<file path="config.mk">
export PLATFORM = sky130hd
export DESIGN_NAME = uart_tx_buffer_flat
export DESIGN_NICKNAME = d
export VERILOG_FILES = /design/src/rtl/uart_tx_buffer_if.sv /design/src/rtl/uart_tx_buffer.sv /design/src/flat_wrapper.sv
export SDC_FILE = /design/constraint.sdc
export NUM_CORES = 1
export LEC_CHECK = 0
export CORE_UTILIZATION = 50
export CTS_BUF_LIST = sky130_fd_sc_hd__clkbuf_4 sky130_fd_sc_hd__clkbuf_8
export DETAILED_ROUTE_END_ITERATION = 8
export PLACE_DENSITY = 0.79
export SLEW_MARGIN = 20
export SYNTH_ARGS = -nofsm -noshare
export SYNTH_HDL_FRONTEND = slang
export SYNTH_SLANG_ARGS = --single-unit
</file>
<file path="constraint.sdc">
create_clock -name clk -period 5.31 [get_ports clk]
set_clock_uncertainty 0.2 [all_clocks]
set_input_delay 1.062 -clock clk [delete_from_list [all_inputs] [get_ports clk]]
set_output_delay 1.062 -clock clk [all_outputs]
set_load 0.02 [all_outputs]
</file>
<file path="src/rtl/uart_tx_buffer_if.sv">
// rtl/uart_tx_buffer_if.sv - write, status and UART-side signals of the tx byte buffer
interface uart_tx_buffer_if #(
    parameter int DEPTH_LOG2 = 4
);
    logic                  wr_en;
    logic [7:0]            wr_data;
    logic                  full;
    logic                  empty;
    logic [DEPTH_LOG2:0]   level;
    logic                  overflow;
    logic                  clr_ovf;
    logic [7:0]            tx_data;
    logic                  tx_send;
    logic                  tx_tip;

    modport master (
        output wr_en, wr_data, clr_ovf, tx_tip,
        input  full, empty, level, overflow, tx_data, tx_send
    );

    modport slave (
        input  wr_en, wr_data, clr_ovf, tx_tip,
        output full, empty, level, overflow, tx_data, tx_send
    );
endinterface

</file>
<file path="src/rtl/uart_tx_buffer.sv">
// rtl/uart_tx_buffer.sv - byte FIFO draining one byte at a time into the UART send/TiP handshake
module uart_tx_buffer #(
    parameter int DEPTH_LOG2 = 4
) (
    input  logic             clk,
    input  logic             rst,
    uart_tx_buffer_if.slave  bus
);
    localparam int DEPTH = 2 ** DEPTH_LOG2;
    localparam logic [DEPTH_LOG2:0] FULL_CNT = (DEPTH_LOG2 + 1)'(DEPTH);

    typedef enum logic [1:0] {
        IDLE      = 2'd0,
        SEND      = 2'd1,
        WAIT_DONE = 2'd2
    } state_t;

    logic [7:0]            r_mem [DEPTH];
    logic [DEPTH_LOG2-1:0] r_wr_ptr;
    logic [DEPTH_LOG2-1:0] r_rd_ptr;
    logic [DEPTH_LOG2:0]   r_count;
    logic                  r_overflow;
    logic [7:0]            r_tx_data;
    logic                  r_tx_send;
    state_t                r_state;

    logic w_full;
    logic w_empty;
    logic w_push;
    logic w_pop;

    assign w_full  = (r_count == FULL_CNT);
    assign w_empty = (r_count == '0);
    // A pop in the same cycle never frees room for a push into a full FIFO.
    assign w_push  = bus.wr_en && !w_full;
    assign w_pop   = (r_state == IDLE) && !w_empty && !bus.tx_tip;

    assign bus.full     = w_full;
    assign bus.empty    = w_empty;
    assign bus.level    = r_count;
    assign bus.overflow = r_overflow;
    assign bus.tx_data  = r_tx_data;
    assign bus.tx_send  = r_tx_send;

    always_ff @(posedge clk) begin
        if (w_push) begin
            r_mem[r_wr_ptr] <= bus.wr_data;
        end
    end

    always_ff @(posedge clk) begin
        if (rst) begin
            r_wr_ptr   <= '0;
            r_count    <= '0;
            r_overflow <= 1'b0;
        end else begin
            if (w_push) begin
                r_wr_ptr <= r_wr_ptr + DEPTH_LOG2'(1);
            end
            case ({w_push, w_pop})
                2'b10:   r_count <= r_count + (DEPTH_LOG2 + 1)'(1);
                2'b01:   r_count <= r_count - (DEPTH_LOG2 + 1)'(1);
                default: r_count <= r_count;
            endcase
            // A dropped push outranks a simultaneous clear.
            if (bus.wr_en && w_full) begin
                r_overflow <= 1'b1;
            end else if (bus.clr_ovf) begin
                r_overflow <= 1'b0;
            end
        end
    end

    always_ff @(posedge clk) begin
        if (rst) begin
            r_state   <= IDLE;
            r_tx_send <= 1'b0;
            r_tx_data <= 8'h00;
            r_rd_ptr  <= '0;
        end else begin
            case (r_state)
                IDLE: begin
                    if (w_pop) begin
                        r_tx_data <= r_mem[r_rd_ptr];
                        r_rd_ptr  <= r_rd_ptr + DEPTH_LOG2'(1);
                        r_tx_send <= 1'b1;
                        r_state   <= SEND;
                    end
                end
                SEND: begin
                    if (bus.tx_tip) begin
                        r_tx_send <= 1'b0;
                        r_state   <= WAIT_DONE;
                    end
                end
                WAIT_DONE: begin
                    if (!bus.tx_tip) begin
                        r_state <= IDLE;
                    end
                end
                default: begin
                    r_tx_send <= 1'b0;
                    r_state   <= IDLE;
                end
            endcase
        end
    end
endmodule

</file>
<file path="src/flat_wrapper.sv">
// flat-port wrapper written by rule: the top's interface ports become plain ports
module uart_tx_buffer_flat 
#(
    parameter int DEPTH_LOG2 = 4
)
  (clk, rst, bus_wr_en, bus_wr_data, bus_clr_ovf, bus_tx_tip, bus_full, bus_empty, bus_level, bus_overflow, bus_tx_data, bus_tx_send);
  uart_tx_buffer_if #(.DEPTH_LOG2(DEPTH_LOG2)) bus_i ();
  input  logic clk;
  input  logic rst;
  input wire logic [$bits(bus_i.wr_en)-1:0] bus_wr_en;
  input wire logic [$bits(bus_i.wr_data)-1:0] bus_wr_data;
  input wire logic [$bits(bus_i.clr_ovf)-1:0] bus_clr_ovf;
  input wire logic [$bits(bus_i.tx_tip)-1:0] bus_tx_tip;
  output wire logic [$bits(bus_i.full)-1:0] bus_full;
  output wire logic [$bits(bus_i.empty)-1:0] bus_empty;
  output wire logic [$bits(bus_i.level)-1:0] bus_level;
  output wire logic [$bits(bus_i.overflow)-1:0] bus_overflow;
  output wire logic [$bits(bus_i.tx_data)-1:0] bus_tx_data;
  output wire logic [$bits(bus_i.tx_send)-1:0] bus_tx_send;
  assign bus_i.wr_en = bus_wr_en;
  assign bus_i.wr_data = bus_wr_data;
  assign bus_i.clr_ovf = bus_clr_ovf;
  assign bus_i.tx_tip = bus_tx_tip;
  assign bus_full = bus_i.full;
  assign bus_empty = bus_i.empty;
  assign bus_level = bus_i.level;
  assign bus_overflow = bus_i.overflow;
  assign bus_tx_data = bus_i.tx_data;
  assign bus_tx_send = bus_i.tx_send;
  uart_tx_buffer #(.DEPTH_LOG2(DEPTH_LOG2)) u_core (.clk(clk), .rst(rst), .bus(bus_i));
endmodule
</file>
==> impl_metrics.py <==
metrics = {
    "cts": {
        "cts_hold_buf": 0,
        "clk_pin_slew_ns": 0.07,
        "clockBufferDepth": 2,
        "numCtsBuffers": 17,
        "cts_resized": 0,
        "cts_setup_buffers": 0,
        "cts_htree_levels": 4,
        "cts_tree": "built",
        "clock_sinks": 153,
        "cts_root_buffer": "clkbuf_8",
        "clk_latency_ns": 0.44,
    },
    "routing": {
        "ant_nets": 0,
        "wirelength_um": 11820,
        "via_per_inst": 5.881,
        "drtIter0Drc": 323,
        "firstDrtPassIters": 7,
        "drc": 0,
        "wl_per_cell_um": 20.69,
        "vias": 3358,
    },
    "critical_path": {
        "cp_slowest_cell": "clkdlybuf4s50_1",
        "reg2reg_to": "u_core.bus.level[4]$_SDFFE_PP0P_",
        "critPathKind": "in2reg",
        "setup.worst_path.end": "u_core.bus.level[4]$_SDFFE_PP0P_",
        "crit_path_end_kind": "flip-flop",
        "slowest_delay_ns": 0.49,
        "reg2reg_slack_ns": 2.10,
        "worstReg2RegStart": "u_core.bus.level[3]$_SDFFE_PP0P_",
        "path_max_fanout": 4,
        "required_ns": 5.44,
        "rr_worst_depth": 11,
        "crit_chain": "clkdlybuf4s50_1 -> a2111oi_4 -> ha_1 -> inv_1 -> fa_1 -> nor2b_1 -> o21ai_1 -> nand3_1 -> or3b_1 -> mux2_1",
        "arrival_ns": 3.76,
        "cp-start-kind": "input pin",
        "startpoint": "bus_tx_tip",
    },
    "synthesis": {
        "yosysTopAreaCell": "edfxtp_1",
        "avgSynthCellArea_sq_um": 16.06,
        "async_reset_ff_frac": 0,
        "synth_edf_count": 128,
        "synth_top_area_share": 0.6266,
        "ys_ff_latch": 153,
        "synth-main-ff-cell": "edfxtp_1",
        "synthCells": 382,
        "yosys.cell_types.count": 40,
        "yosys-top-cells-count": "edfxtp_1, mux2i_1, nor2_1",
        "yosysWarnings": 0,
        "ys_seq_area_frac": 0.7081,
        "yosysMostFrequentCell": "edfxtp_1",
        "synthTopCellsByArea": "edfxtp_1, dfxtp_1, mux2i_1",
        "synth_area_sq_um": 6135,
        "syn_nets": 405,
    },
    "global_routing": {
        "antenna_found_initial": 0,
        "grt-ovfl-total": 0,
        "grt_pass1_wl_um": 17980,
        "grt_max_degree": 34,
        "grt_pass1_vias": 3269,
        "grt_usage": 0.1984,
    },
    "hold_path": {
        "hp-class": "reg2reg",
        "hold_start": "u_core.bus.tx_data[7]$_SDFFE_PP0P_",
    },
    "finish": {
        "drive_gt1_frac": 0.1132,
        "finalNetCount": 435,
        "antenna_cells": 0,
        "fill_cells": 879,
        "areaGrowthSynthToFinish_pct": 12.60,
    },
    "timing": {
        "slew_violations": 0,
        "setup_ws_ns": 1.683,
        "period_needed_ns": 3.627,
        "tns_ns": 0,
        "fmax_mhz": 275.7,
        "period_share": 0.6830,
        "worst-slew-pin-transition_ns": 1.037,
        "final-setup-viol-count": 0,
        "rsz0062_at_grt": "false",
        "maxSlewHeadroom": 0.3079,
        "hold_viol": 0,
    },
    "die": {
        "die_x_um": 112.8,
        "die_area_sq_um": 12720,
        "design.core.area_sq_um": 11960,
        "die_h_um": 112.8,
        "io_pins": 30,
        "initial_core_util": 0.5129,
        "rows": 40,
    },
    "place": {
        "gp_congestion": 0.8425,
        "dp_hpwl_um": 7624,
        "portBuffers": 29,
        "dp_slack_ns": 1.245,
    },
    "status": {
        "outcome": "complete, no violations",
    },
    "power": {
        "vdd_ir_drop_max_mv": 0.1882,
        "leakage_nw": 2.153,
        "power.density_nw_per_um2": 435.3,
    },
    "run": {
        "maxCapViolations": 0,
    },
}
-- placed cells by master (no fill, tap or decap), drive strengths merged, types with 3 or more instances in the layout --
| master | instances |
|---|---|
| xor2 | 5 |
| xnor2 | 4 |
| nor2 | 41 |
| nor3 | 5 |
| nor2b | 4 |
| mux4 | 10 |
| a2111oi | 8 |
| ha | 9 |
| mux2i | 46 |
| clkinv | 8 |
| bufinv | 3 |
| edfxtp | 128 |
| a21oi | 7 |
| o22ai | 22 |
| dfxtp | 25 |
| inv | 9 |
| clkbuf | 19 |
| a211oi | 6 |
| nand2 | 7 |
| clkdlybuf4s50 | 29 |
-- cell type report --
class                           instances  area [sq um]  area share
Tap cell                              147         183.9     0.02663
Multi-Input combinational cell        200          1658      0.2400
Clock buffer                           19         249.0     0.03604
Timing Repair Buffer                   31         305.3     0.04419
Inverter                                9         33.78    0.004890
Sequential cell                       153          4345      0.6291
Clock inverter                         12         132.6     0.01920
-- logic make-up after synthesis --
group           Yosys count  share of synthesized area
mux                      57                     0.1136
compound gates           51                    0.06119
flops                   153                     0.7081
simple gates             73                    0.05772
xor+xnor                  9                    0.01285
fa+ha+maj                10                    0.02162
buf+inv                  29                    0.02488
-- flip-flops by register name (all words and copies together), names as in the netlist --
register and count:
u_core.r_state 2, u_core.r_rd_ptr 4, u_core.bus.tx_send 1, u_core.bus.tx_data 8, u_core.bus.level 5, u_core.bus.overflow 1, u_core.r_mem 128, u_core.r_wr_ptr 4
-- worst min-delay path by stage --
stage                     slack, ns  cells after the start                                 end
after global placement         0.27                      2     u_core.bus.tx_send$_SDFFE_PP0P_
after CTS                      0.30                      2  u_core.bus.tx_data[5]$_SDFFE_PP0P_
after global routing           0.32                      2  u_core.bus.tx_data[1]$_SDFFE_PP0P_
final                          0.30                      2  u_core.bus.tx_data[7]$_SDFFE_PP0P_
after floorplan                0.31                      2      u_core.r_state[0]$_SDFFE_PP0P_
after detailed placement       0.29                      2  u_core.bus.tx_data[5]$_SDFFE_PP0P_
-- worst max-delay path: cells and delay by family --
kind | cells | cell delay [ns]
mux | 1 | 0.32
simple gates | 3 | 0.62
buf+inv | 2 | 0.60
fa+ha+maj | 2 | 0.69
compound gates | 2 | 0.47
-- through the flow --
| step | instance area, sq um | hold slack, ns | std cells | total power, W | util |
|---|---|---|---|---|---|
| after floorplan | 6135 | 0.3077 | 382 | 0.001939 | - |
| after global placement | 6506 | 0.2721 | 540 | 0.002143 | 0.5439 |
| after detailed placement | 6506 | 0.2932 | 540 | 0.002169 | 0.5439 |
| after CTS | 6888 | 0.3034 | 571 | 0.003013 | 0.5758 |
| after global routing | 6908 | 0.3174 | 571 | 0.003125 | 0.5775 |
| final | 6908 | 0.2976 | 571 | 0.003007 | 0.5775 |
-- metal layers --
layer,wire length (um),up-vias,GRT usage
met3,946,32,0.05892
met2,5540,154,0.3037
met1,4982,1649,0.2576
met4,347,0,0.1049
met5,0,-,0
li1,-,1523,-
-- power breakdown --
group	total (W)	switching (W)	leakage, nW	internal [W]
logic	0.000674	0.000366	0.596	0.000308
clock network	0.000857	0.000396	0.196	0.000462
registers	0.00148	0.0000903	1.36	0.00139
total	0.00301	0.000852	2.15	0.00216
Power figures use the tool's default switching activity.
